$ cat src/rtl/gpu_pkg.sv
// Shared GPU types and constants: colour/coordinate/pixel widths, sprite edge
// length (also used by the sprite RAM) and the default background/key colours.
package gpu_pkg;

  localparam int GPU_DATA_WIDTH   = 32;
  localparam int GPU_COLOR_WIDTH  = 12;
  localparam int GPU_PIXEL_WIDTH  = 10;
  localparam int GPU_TEXTURE_SIDE = 16;

  typedef logic [GPU_COLOR_WIDTH-1:0] color_t;
  typedef logic [GPU_DATA_WIDTH-1:0]  coord_t;
  typedef logic [GPU_PIXEL_WIDTH-1:0] pixel_t;

  localparam color_t GPU_BG_COLOR          = 12'h000;
  localparam color_t GPU_TRANSPARENT_COLOR = 12'hF0F;

endpackage

$ cat src/rtl/gpu_sprite_hit.sv
// Combinational coverage test of one screen pixel against one sprite, with the
// texel offset inside the sprite. Sums are one bit wider than a coordinate so a
// sprite near the top of the coordinate range never wraps onto the screen.
module gpu_sprite_hit #(
  parameter int DATA_WIDTH   = 32,
  parameter int PIXEL_WIDTH  = 10,
  parameter int TEXTURE_SIDE = 16,
  parameter int TEX_BITS     = $clog2(TEXTURE_SIDE)
) (
  input  logic [PIXEL_WIDTH-1:0] px,
  input  logic [PIXEL_WIDTH-1:0] py,
  input  logic [DATA_WIDTH-1:0]  sx,
  input  logic [DATA_WIDTH-1:0]  sy,
  output logic                   hit,
  output logic [TEX_BITS-1:0]    dx,
  output logic [TEX_BITS-1:0]    dy
);

  localparam logic [DATA_WIDTH:0] SIDE = (DATA_WIDTH+1)'(TEXTURE_SIDE);

  logic [DATA_WIDTH:0] px_e, py_e, sx_e, sy_e, sx_end, sy_end;

  always_comb begin
    px_e   = {{(DATA_WIDTH+1-PIXEL_WIDTH){1'b0}}, px};
    py_e   = {{(DATA_WIDTH+1-PIXEL_WIDTH){1'b0}}, py};
    sx_e   = {1'b0, sx};
    sy_e   = {1'b0, sy};
    sx_end = sx_e + SIDE;
    sy_end = sy_e + SIDE;
    hit    = (px_e >= sx_e) && (px_e < sx_end) && (py_e >= sy_e) && (py_e < sy_end);
    // Only the low bits matter: the offset is below TEXTURE_SIDE whenever hit=1.
    dx     = px[TEX_BITS-1:0] - sx[TEX_BITS-1:0];
    dy     = py[TEX_BITS-1:0] - sy[TEX_BITS-1:0];
  end

endmodule

$ cat src/rtl/gpu_cluster_shader.sv
// Per-cluster pixel shader: per-sprite hit test, texel fetch from the sprite RAM
// and colour merge, fixed 2-edge latency. Build option GPU_SHADER_TRANSPARENCY_EN
// turns texels equal to TRANSPARENT_COLOR into background misses.
module gpu_cluster_shader
  import gpu_pkg::*;
#(
  parameter int                     DATA_WIDTH        = GPU_DATA_WIDTH,
  parameter int                     COLOR_WIDTH       = GPU_COLOR_WIDTH,
  parameter int                     CLUSTER_SIZE      = 10,
  parameter int                     TEXTURE_SIDE      = GPU_TEXTURE_SIDE,
  parameter int                     TEXTURE_WIDTH     = $clog2(TEXTURE_SIDE*TEXTURE_SIDE),
  parameter int                     PIXEL_WIDTH       = GPU_PIXEL_WIDTH,
  parameter logic [COLOR_WIDTH-1:0] BG_COLOR          = GPU_BG_COLOR,
  parameter logic [COLOR_WIDTH-1:0] TRANSPARENT_COLOR = GPU_TRANSPARENT_COLOR
) (
  input  logic                                          clk,
  input  logic                                          rst,
  input  logic                                          frame_start,
  input  logic                                          pix_valid,
  input  logic [PIXEL_WIDTH-1:0]                        pix_x,
  input  logic [PIXEL_WIDTH-1:0]                        pix_y,
  input  logic [CLUSTER_SIZE-1:0][1:0][DATA_WIDTH-1:0]  rcoord,
  output logic [TEXTURE_WIDTH-1:0]                      rindex,
  input  logic [COLOR_WIDTH-1:0]                        rcolor,
  output logic                                          out_valid,
  output logic                                          out_hit,
  output logic [COLOR_WIDTH-1:0]                        out_color
);

  localparam int TEX_BITS = $clog2(TEXTURE_SIDE);

`ifdef GPU_SHADER_TRANSPARENCY_EN
  localparam bit TRANSP_EN = 1'b1;
`else
  localparam bit TRANSP_EN = 1'b0;
`endif

  // Handshake: pix_valid qualifies pix_x/pix_y for one cycle and is never
  // stalled; out_valid pulses exactly 2 edges later, in order, with no ready.

  logic [CLUSTER_SIZE-1:0][1:0][DATA_WIDTH-1:0] shadow;
  logic [CLUSTER_SIZE-1:0]                      hit_vec;
  logic [CLUSTER_SIZE-1:0][TEX_BITS-1:0]        dx_vec;
  logic [CLUSTER_SIZE-1:0][TEX_BITS-1:0]        dy_vec;
  logic                                         any_hit;
  logic [TEXTURE_WIDTH-1:0]                     sel_index;
  logic                                         s1_valid, s1_hit;
  logic                                         s2_valid, s2_hit;
  logic                                         key_drop;

  // Shadow copy isolates the frame being drawn from mid-frame RAM writes.
  always_ff @(posedge clk or negedge rst) begin
    if (!rst) begin
      shadow <= '1;
    end else if (frame_start) begin
      shadow <= rcoord;
    end
  end

  for (genvar gi = 0; gi < CLUSTER_SIZE; gi++) begin : g_sprite
    gpu_sprite_hit #(
      .DATA_WIDTH   (DATA_WIDTH),
      .PIXEL_WIDTH  (PIXEL_WIDTH),
      .TEXTURE_SIDE (TEXTURE_SIDE),
      .TEX_BITS     (TEX_BITS)
    ) u_hit (
      .px  (pix_x),
      .py  (pix_y),
      .sx  (shadow[gi][0]),
      .sy  (shadow[gi][1]),
      .hit (hit_vec[gi]),
      .dx  (dx_vec[gi]),
      .dy  (dy_vec[gi])
    );
  end

  // Scan from the top so the lowest-numbered hitting sprite is written last.
  always_comb begin
    any_hit   = 1'b0;
    sel_index = '0;
    for (int j = CLUSTER_SIZE-1; j >= 0; j--) begin
      if (hit_vec[j]) begin
        any_hit   = 1'b1;
        sel_index = {dy_vec[j], dx_vec[j]};
      end
    end
  end

  always_ff @(posedge clk or negedge rst) begin
    if (!rst) begin
      s1_valid <= 1'b0;
      s1_hit   <= 1'b0;
      rindex   <= '0;
    end else if (pix_valid) begin
      s1_valid <= 1'b1;
      s1_hit   <= any_hit;
      rindex   <= sel_index;
    end else begin
      s1_valid <= 1'b0;
    end
  end

  // The RAM registers rcolor during this stage; only the flags travel here.
  always_ff @(posedge clk or negedge rst) begin
    if (!rst) begin
      s2_valid <= 1'b0;
      s2_hit   <= 1'b0;
    end else begin
      s2_valid <= s1_valid;
      s2_hit   <= s1_hit;
    end
  end

  assign key_drop = TRANSP_EN && (rcolor == TRANSPARENT_COLOR);

  always_ff @(posedge clk or negedge rst) begin
    if (!rst) begin
      out_valid <= 1'b0;
      out_hit   <= 1'b0;
      out_color <= BG_COLOR;
    end else if (s2_valid) begin
      out_valid <= 1'b1;
      out_hit   <= s2_hit && !key_drop;
      out_color <= (s2_hit && !key_drop) ? rcolor : BG_COLOR;
    end else begin
      out_valid <= 1'b0;
    end
  end

endmodule

$ cat config.mk
export PLATFORM = sky130hd
export DESIGN_NAME = gpu_cluster_shader
export DESIGN_NICKNAME = d
export VERILOG_FILES = /design/src/rtl/gpu_pkg.sv /design/src/rtl/gpu_sprite_hit.sv /design/src/rtl/gpu_cluster_shader.sv
export SDC_FILE = /design/constraint.sdc
export NUM_CORES = 1
export LEC_CHECK = 0
export CORE_MARGIN = 2
export CORE_UTILIZATION = 40
export CTS_CLUSTER_DIAMETER = 200
export CTS_CLUSTER_SIZE = 16
export DETAILED_ROUTE_END_ITERATION = 8
export MAX_ROUTING_LAYER = met4
export RECOVER_POWER = 100
export SLEW_MARGIN = 20
export SYNTH_ARGS = -nofsm -noshare
export SYNTH_HDL_FRONTEND = slang
export SYNTH_SLANG_ARGS = --single-unit
$ cat constraint.sdc
create_clock -name clk -period 6.91 [get_ports clk]
set_clock_uncertainty 0.2 [all_clocks]
set_input_delay 1.382 -clock clk [delete_from_list [all_inputs] [get_ports clk]]
set_output_delay 1.382 -clock clk [all_outputs]
set_load 0.03 [all_outputs]
==> impl_table.tex, run 1 <==
\begin{tabular}{lr}
\hline
Metric & Value \\
\hline
\multicolumn{2}{l}{\textbf{Cells and area}} \\
\quad Design Area, Final & 58800 µm² \\
\quad Share of cells above drive strength 1 & 0.210 \\
\quad Layout Nets & 6935 \\
\quad Most frequent cells in the layout & 647 x clkdlybuf4s50\_1, 640 x dfstp\_2, 490 x nand2\_1 \\
\quad Post-synthesis to final-layout area growth & 20.2\% \\
\quad Commonest non-fill, non-tap cell in the layout & clkdlybuf4s50\_1 \\
\quad Final standard cell utilization of the core & 0.483 \\
\quad Filler cells & 11500 \\
\quad Area taken by flip-flops and latches & 17500 µm² \\
\quad Multi-input gate area in the final layout & 29400 µm² \\
\multicolumn{2}{l}{\textbf{Placement}} \\
\quad HPWL reported at the end of detailed placement & 146000 µm \\
\quad Placement-stage cell area & 57600 µm² \\
\quad Worst-case setup slack after placement & 0.495 ns \\
\quad RD Place Congestion & 0.959 \\
\quad Number of port buffers & 697 \\
\multicolumn{2}{l}{\textbf{Detailed routing}} \\
\quad Average wire per standard cell & 24.5 µm \\
\quad Drt initial violations & 3481 \\
\quad Router iterations before antenna repair & 6 \\
\quad Antenna-violating nets left & 0 \\
\quad Vias after detailed routing & 44900 \\
\quad Total routed wirelength & 185000 µm \\
\quad Ratio of routed vias to standard cells & 5.95 \\
\quad Remaining DRCs & 0 \\
\multicolumn{2}{l}{\textbf{Timing}} \\
\quad Fin worst setup slack & 0.904 ns \\
\quad Min Tclk post-route & 6.01 ns \\
\quad Slew headroom & -1.16 \\
\quad Setup Total Neg Slack & 0 ns \\
\quad Final period utilization & 0.869 \\
\quad Unrepaired setup endpoints after global routing & false \\
\quad Hold violation count in the final report & 0 \\
\quad Achievable frequency & 167 MHz \\
\quad Pins Over Slew Limit & 848 \\
\quad Setup violators final & 0 \\
\quad Worst Hold Margin & 0.161 ns \\
\quad Worst-margin pin slew & 3.24 ns \\
\multicolumn{2}{l}{\textbf{Worst setup path}} \\
\quad Worst r2r dst & rindex[3] \\
\quad Critical path type & in -> reg \\
\quad Setup crit end kind & flop \\
\quad Data arrival time of the critical path & 6.41 ns \\
\quad Worst-path maximum fanout & 7 \\
\quad Largest stage delay on the critical path & 1.00 ns \\
\quad Cells on worst reg2reg path & 10 \\
\quad Critical path, cell by cell & dlygate4sd3\_1 > inv\_1 > fa\_1 > a21boi\_0 > o21a\_1 > o21ai\_0 > a21oi\_1 > o311ai\_0 > a311o\_1 > a2111oi\_0 > a41oi\_1 > a31o\_1 > a21oi\_2 \\
\quad Family with the most delay on the worst path & compound AO/OA/AOI/OAI gates \\
\quad End of the critical path & rindex[3] \\
\quad Worst setup path start & pix\_x[1] \\
\quad Worst path required time & 7.32 ns \\
\quad Register-to-register path setup slack & 1.71 ns \\
\quad Buf+Inv Stages, Crit Path & 2 \\
\quad R2r startpoint & shadow[326] \\
\quad Depth of the critical timing path with buffers and inverters included & 13 \\
\quad Critical-path cell with the highest stage delay & a2111oi\_0 \\
\quad Kind of launch point of the worst setup path & input pin \\
\multicolumn{2}{l}{\textbf{Global routing}} \\
\quad Total routing usage reported by global routing & 0.295 \\
\quad Global-route wire length before repair & 277000 µm \\
\quad Global routing met2 resource utilization & 0.467 \\
\quad Maximum number of pins on one net before global-route repair & 157 \\
\quad Met3 Use GR & 0.0358 \\
\quad Initial antenna violation count & 23 \\
\quad Most Crowded Layer GR & met2 \\
\quad Grt ovf & 0 \\
\quad Number of global-route vias before repair & 43500 \\
\quad GR met1 Demand/Resource & 0.395 \\
\multicolumn{2}{l}{\textbf{Hold path}} \\
\quad Class of the worst hold path & reg -> reg \\
\quad Hold\_sp & s1\_valid \\
\multicolumn{2}{l}{\textbf{Yosys}} \\
\quad Dominant combinational cell family by area after synthesis & simple AND/OR/NAND/NOR gates \\
\quad Post-synth EDFFs & 0 \\
\quad XOR/XNOR Fraction of Synth Area & 0.0287 \\
\quad Netlist cell types & 104 \\
\quad Leading cell types by total area after synthesis & dfstp\_2 34\%, mux2\_2 9.6\%, ha\_1 8.7\% \\
\quad Area share of the leading cell type in the synthesized netlist & 0.344 \\
\quad Flop and latch count out of synthesis & 666 \\
\quad Gate count after technology mapping & 5318 \\
\quad Count of synthesis-stage warnings from yosys & 0 \\
\quad Synth async-reset ratio & 1.00 \\
\quad Fraction of the yosys area taken by sequential cells & 0.357 \\
\quad Multiplexer fraction of the synthesized cell area & 0.106 \\
\quad Compound-gate portion of the synthesized area & 0.144 \\
\quad Synth Area in Adders & 0.0952 \\
\quad Total standard cell area after synthesis & 48900 µm² \\
\quad Fraction of the mapped netlist area in simple logic gates & 0.226 \\
\quad Syn avg cell area & 9.20 µm² \\
\quad Most used flip-flop cell after synthesis & dfstp\_2 \\
\quad Cell type contributing the most total cell area after synthesis & dfstp\_2 \\
\quad Nets in the synthesized netlist & 6354 \\
\multicolumn{2}{l}{\textbf{CTS}} \\
\quad Hold\_buf cts & 0 \\
\quad Clock-pin slew on the worst setup and hold paths & 0.09 ns \\
\quad Setup repair bufs after CTS & 0 \\
\quad CTS root buffer & clkbuf\_16 \\
\quad Gates resized, CTS repair & 0 \\
\quad Maximum clock path buffer count & 3 \\
\quad Clock sink total & 666 \\
\quad Cts bufs inserted & 47 \\
\quad \# H-tree levels & 2 \\
\quad CTS tree & yes \\
\quad Clock Latency Late Sink & 0.68 ns \\
\multicolumn{2}{l}{\textbf{Run status}} \\
\quad Result of the run & complete, but fails checks \\
\quad Violated checks & max-capacitance violations, max-slew violations \\
\multicolumn{2}{l}{\textbf{Power and ir drop}} \\
\quad Total power divided by cell area & 182 nW/µm² \\
\quad Clk pwr share & 0.257 \\
\quad Sequential power share & 0.486 \\
\quad Part of the power in combinational logic & 0.257 \\
\quad Worst-case vdd ir drop & 0.178 mV \\
\quad P\_sw & 3.56 mW \\
\quad Switching part of the total power & 0.332 \\
\quad Internal power contribution & 7.15 mW \\
\quad Standby leakage power & 22.3 nW \\
\multicolumn{2}{l}{\textbf{Floorplan}} \\
\quad Cell row count & 128 \\
\quad I/O pin cnt & 698 \\
\quad Die height & 354 µm \\
\quad Die Outline Area & 125000 µm² \\
\quad Initial Util & 0.402 \\
\quad Core Footprint & 122000 µm² \\
\quad Die W & 354 µm \\
\multicolumn{2}{l}{\textbf{Job}} \\
\quad Reported max-cap violation count & 8 \\
\hline
\end{tabular}
## per-layer routing
| layer | part of all wire | routed length, µm |
|---|---|---|
| met1 | 0.45 | 82800 |
| met2 | 0.46 | 85600 |
| met3 | 0.057 | 10600 |
| met4 | 0.033 | 6020 |
| met5 | 0 | 0 |
## metrics by stage
step	total power, mW	instances
2_1_floorplan	6.63	5318
3_3_place_gp	7.93	7475
3_5_place_dp	7.96	7475
4_1_cts	10.8	7530
5_1_grt	11.3	7545
6_report	10.7	7549
## worst min-delay path by stage
stage / depth (start not counted) / to / slack [ns]
after floorplan: 0 / s2_valid / 0.13
after global placement: 0 / s2_valid / 0.14
after detailed placement: 0 / s2_valid / 0.15
after CTS: 0 / s2_valid / 0.16
after global routing: 0 / s2_valid / 0.16
final: 0 / s2_valid / 0.16
## power groups by stage
stage / sequential [mW] / clock (mW) / combinational (mW)
3_5_place_dp: 5.24 / 0 / 2.72
2_1_floorplan: 4.91 / 0 / 1.71
5_1_grt: 5.27 / 2.98 / 3.04
3_3_place_gp: 5.23 / 0 / 2.70
6_report: 5.20 / 2.75 / 2.75
4_1_cts: 5.18 / 2.87 / 2.75
## area by class of cell
type | count | share of cell area
flip-flops and latches | 666 | 0.297
clock inverters | 1 | 0.000149
diodes | 19 | 0.000809
well taps | 1625 | 0.0346
repair buffers | 747 | 0.125
clock buffers | 54 | 0.0212
inverters | 326 | 0.0208
multi-input cells | 4111 | 0.500
## cell families (layout without fill, tap and decap cells)
| logic type | Yosys count | count (layout) |
|---|---|---|
| AOI/OAI and AO/OA | 1065 | 1065 |
| buffers and inverters | 541 | 1128 |
| and+or+nand+nor | 2060 | 2060 |
| xor gates and xnor gates | 160 | 160 |
| adders and majority gates | 360 | 360 |
| muxes | 466 | 466 |
| other | 0 | 19 |
| DFF | 666 | 666 |
## synthesized netlist by cell type (all sizes together) (45+ instances only)
library cell	count
o21ai	408
or3	46
mux2	421
nor4	235
clkbuf	197
nand3	233
a21oi	114
nor2	274
nor3	155
ha	340
inv	324
mux2i	45
o21a	47
xnor2	126
or4	53
and4	62
and3	80
dfstp	640
nand4	206
nand2	490
a21o	65
## registers in the layout, summed over array words and instances (netlist names)
signal	count
out_hit	1
out_color	12
rindex	8
s1_hit	1
shadow	640
s1_valid	1
s2_valid	1
s2_hit	1
out_valid	1
Note: power is estimated with default switching activity, not from simulation.
==> inputs of run 2 (changes only) <==
--- a/config.mk
+++ b/config.mk
@@ -10,6 +10,8 @@
 export CTS_CLUSTER_DIAMETER = 200
 export CTS_CLUSTER_SIZE = 16
 export DETAILED_ROUTE_END_ITERATION = 8
+export GPL_ROUTABILITY_DRIVEN = 0
+export GPL_TIMING_DRIVEN = 0
 export MAX_ROUTING_LAYER = met4
 export RECOVER_POWER = 100
 export SLEW_MARGIN = 20
==> run 2 against run 1 <==
Net effect:
- the flow still finishes with violations (max-capacitance violations, max-slew violations)
- utilization grew 0.82 points
- fmax down 3.8%
- sequential power shrank 3%
- total power rose by 0.25%
- sequential cell count stayed put
- critical path depth rose by 1
- largest power group unchanged
- highest routed layer unchanged
==> impl_table.tex, run 2 (same netlist as run 1, synthesis figures left out) <==
\begin{tabular}{lr}
\hline
Metric & Value \\
\hline
\multicolumn{2}{l}{\textbf{Cells and area}} \\
\quad Post-synthesis to final-layout area growth & 22.2\% (was 20.2\%) \\
\quad Post-layout instance count excluding filler cells & 7765 (was 7549) \\
\quad Commonest non-fill, non-tap cell in the layout & clkdlybuf4s50\_1 (unchanged) \\
\quad Share of cells above drive strength 1 & 0.203 (was 0.210) \\
\quad Design Area, Final & 59800 µm² (was 58800 µm²) \\
\quad Register containing the most flip-flops in the final layout & shadow (unchanged) \\
\quad Most frequent cells in the layout & 641 x clkdlybuf4s50\_1, 640 x dfstp\_2, 490 x nand2\_1 (was 647 x clkdlybuf4s50\_1, 640 x dfstp\_2, 490 x nand2\_1) \\
\quad Max reg flops & 640 (unchanged) \\
\quad Layout Nets & 7128 (was 6935) \\
\quad Largest registers ranked by flip-flop count & shadow (640), out\_color (12), rindex (8) (unchanged) \\
\multicolumn{2}{l}{\textbf{Placement}} \\
\quad Dpl cells & 7664 (was 7475) \\
\quad Worst-case setup slack after placement & -0.746 ns (was 0.495 ns) \\
\quad HPWL reported at the end of detailed placement & 151000 µm (was 146000 µm) \\
\quad Number of port buffers & 696 (was 697) \\
\quad Placement-stage cell area & 58500 µm² (was 57600 µm²) \\
\multicolumn{2}{l}{\textbf{Power and ir drop}} \\
\quad Standby leakage power & 22.6 nW (was 22.3 nW) \\
\quad Internal power contribution & 7.17 mW (was 7.15 mW) \\
\quad P\_sw & 3.57 mW (was 3.56 mW) \\
\quad Worst-case vdd ir drop & 0.193 mV (was 0.178 mV) \\
\quad Clk pwr share & 0.258 (was 0.257) \\
\quad Sequential power share & 0.471 (was 0.486) \\
\quad Part of the power in combinational logic & 0.271 (was 0.257) \\
\quad Switching part of the total power & 0.332 (about the same) \\
\quad Total power divided by cell area & 180 nW/µm² (was 182 nW/µm²) \\
\multicolumn{2}{l}{\textbf{Global routing}} \\
\quad Total routing usage reported by global routing & 0.302 (was 0.295) \\
\quad Initial antenna violation count & 46 (was 23) \\
\quad Global-route wire length before repair & 281000 µm (was 277000 µm) \\
\quad Number of global-route vias before repair & 44500 (was 43500) \\
\quad Grt ovf & 0 (unchanged) \\
\quad Maximum number of pins on one net before global-route repair & 94 (was 157) \\
\multicolumn{2}{l}{\textbf{Worst setup path}} \\
\quad Setup crit end kind & flop (unchanged) \\
\quad R2r startpoint & shadow[12] (was shadow[326]) \\
\quad End of the critical path & rindex[3] (unchanged) \\
\quad Register-to-register path setup slack & 1.53 ns (was 1.71 ns) \\
\quad Cells on worst reg2reg path & 12 (was 10) \\
\quad Critical-path cell with the highest stage delay & a2111oi\_1 (was a2111oi\_0) \\
\quad Critical path, cell by cell & dlygate4sd3\_1 > inv\_1 > ha\_1 > fa\_1 > a21boi\_0 > o21a\_1 > o21ai\_0 > a21oi\_1 > o311ai\_0 > a311o\_1 > a2111oi\_1 > a41oi\_1 > a31o\_1 > a21oi\_2 (was dlygate4sd3\_1 > inv\_1 > fa\_1 > a21boi\_0 > o21a\_1 > o21ai\_0 > a21oi\_1 > o311ai\_0 > a311o\_1 > a2111oi\_0 > a41oi\_1 > a31o\_1 > a21oi\_2) \\
\quad Largest stage delay on the critical path & 1.10 ns (was 1.00 ns) \\
\quad Worst setup path start & pix\_x[0] (was pix\_x[1]) \\
\quad Worst-path maximum fanout & 10 (was 7) \\
\quad Worst r2r dst & rindex[4] (was rindex[3]) \\
\quad Worst path required time & 7.32 ns (about the same) \\
\quad Kind of launch point of the worst setup path & input pin (unchanged) \\
\quad Critical path type & in -> reg (unchanged) \\
\quad Data arrival time of the critical path & 6.65 ns (was 6.41 ns) \\
\multicolumn{2}{l}{\textbf{CTS}} \\
\quad Maximum clock path buffer count & 3 (unchanged) \\
\quad CTS tree & yes (unchanged) \\
\quad Clock-pin slew on the worst setup and hold paths & 0.09 ns (about the same) \\
\quad Clock sink total & 666 (unchanged) \\
\quad \# H-tree levels & 2 (unchanged) \\
\quad CTS root buffer & clkbuf\_16 (unchanged) \\
\quad Cts bufs inserted & 47 (unchanged) \\
\quad Hold\_buf cts & 0 (unchanged) \\
\quad Clock Latency Late Sink & 0.68 ns (about the same) \\
\multicolumn{2}{l}{\textbf{Run status}} \\
\quad Result of the run & complete, but fails checks (unchanged) \\
\quad Violated checks & max-capacitance violations, max-slew violations (unchanged) \\
\multicolumn{2}{l}{\textbf{Detailed routing}} \\
\quad Total routed wirelength & 189000 µm (was 185000 µm) \\
\quad Antenna-violating nets left & 0 (unchanged) \\
\quad Vias after detailed routing & 45900 (was 44900) \\
\quad Ratio of routed vias to standard cells & 5.91 (was 5.95) \\
\quad Remaining DRCs & 0 (unchanged) \\
\quad Average wire per standard cell & 24.3 µm (was 24.5 µm) \\
\quad Router iterations before antenna repair & 7 (was 6) \\
\quad Drt initial violations & 3468 (was 3481) \\
\multicolumn{2}{l}{\textbf{Floorplan}} \\
\quad Die height & 354 µm (unchanged) \\
\quad Cell row count & 128 (unchanged) \\
\quad Initial Util & 0.402 (unchanged) \\
\quad Core Footprint & 122000 µm² (unchanged) \\
\quad Die W & 354 µm (unchanged) \\
\quad I/O pin cnt & 698 (unchanged) \\
\quad Die Outline Area & 125000 µm² (unchanged) \\
\multicolumn{2}{l}{\textbf{Timing}} \\
\quad Achievable frequency & 160 MHz (was 167 MHz) \\
\quad Slew headroom & -1.62 (was -1.16) \\
\quad Unrepaired setup endpoints after global routing & false (unchanged) \\
\quad Hold violation count in the final report & 0 (unchanged) \\
\quad Setup violators final & 0 (unchanged) \\
\quad Setup Total Neg Slack & 0 ns (unchanged) \\
\quad Final period utilization & 0.903 (was 0.869) \\
\quad Min Tclk post-route & 6.24 ns (was 6.01 ns) \\
\quad Worst-margin pin slew & 3.94 ns (was 3.24 ns) \\
\quad Fin worst setup slack & 0.669 ns (was 0.904 ns) \\
\quad Pins Over Slew Limit & 93 (was 848) \\
\multicolumn{2}{l}{\textbf{Job}} \\
\quad Reported max-cap violation count & 3 (was 8) \\
\multicolumn{2}{l}{\textbf{Hold path}} \\
\quad Class of the worst hold path & reg -> reg (unchanged) \\
\hline
\end{tabular}
[run 2: changes by cell type in the layout (fill, tap and decap cells not counted), sizes merged]
cell,delta
clkbuf,+200
clkdlybuf4s50,-6
clkinvlp,+1
inv,-1
diode,+22
[run 2: metrics by stage]
step	util	total power, mW	hold WS (ns)
2_1_floorplan	-	6.63	0.131
3_3_place_gp	0.476	7.89	0.136
3_5_place_dp	0.481	7.99	0.146
4_1_cts	0.492	10.8	0.162
5_1_grt	0.492	11.3	0.179
6_report	0.492	10.7	0.160
[run 2: how the worst min path moves through the flow]
stage	startpoint	to	slack, ns	cells past startpoint
floorplan	s1_valid	s2_valid	0.13	0
global placement	s1_valid	s2_valid	0.14	0
detailed placement	s1_valid	s2_valid	0.15	0
CTS	s1_valid	s2_valid	0.16	0
global route	s1_valid	s2_valid	0.18	0
finish	s1_valid	s2_valid	0.16	0
[run 2: worst max-delay path: cells and delay by family]
kind / cells / cell delay, ns
adders and majority gates: 2 / 0.86
buffers and inverters: 2 / 0.96
AOI/OAI and AO/OA: 10 / 3.40
[run 2: final cells by class]
type / instances / area (µm²)
fill: 11500 / 61800
sequential: 666 / 17500
multi-input combinational: 4111 / 29400
antenna: 41 / 103
inverter: 326 / 1230
clock inverter: 1 / 8.76
clock buffer: 55 / 1250
buffer: 215 / 835
tap: 1625 / 2030
timing repair buffer: 725 / 7430
[run 2: routing by layer]
layer | global-route usage | vias to the layer above | part of all wire
met5 | - | - | 0
met4 | 0.0907 | 0 | 0.030
met3 | 0.0447 | 219 | 0.064
met2 | 0.481 | 1672 | 0.46
met1 | 0.396 | 22500 | 0.44
li1 | - | 21500 | -
[run 2: timing repair]
item / in CTS / in global routing
resized for setup: 1 / 0
setup endpoints to repair: 1 / 0
setup buffers: 4 / 0
hold endpoints to repair: 0 / 0
[run 2: power groups by stage]
stage | sequential [mW] | clock [mW] | combinational, mW
final | 5.06 | 2.77 | 2.91
after global routing | 5.13 | 2.98 | 3.21
after CTS | 5.04 | 2.85 | 2.91
after detailed placement | 5.10 | 0 | 2.89
after global placement | 5.09 | 0 | 2.80
after floorplan | 4.91 | 0 | 1.71
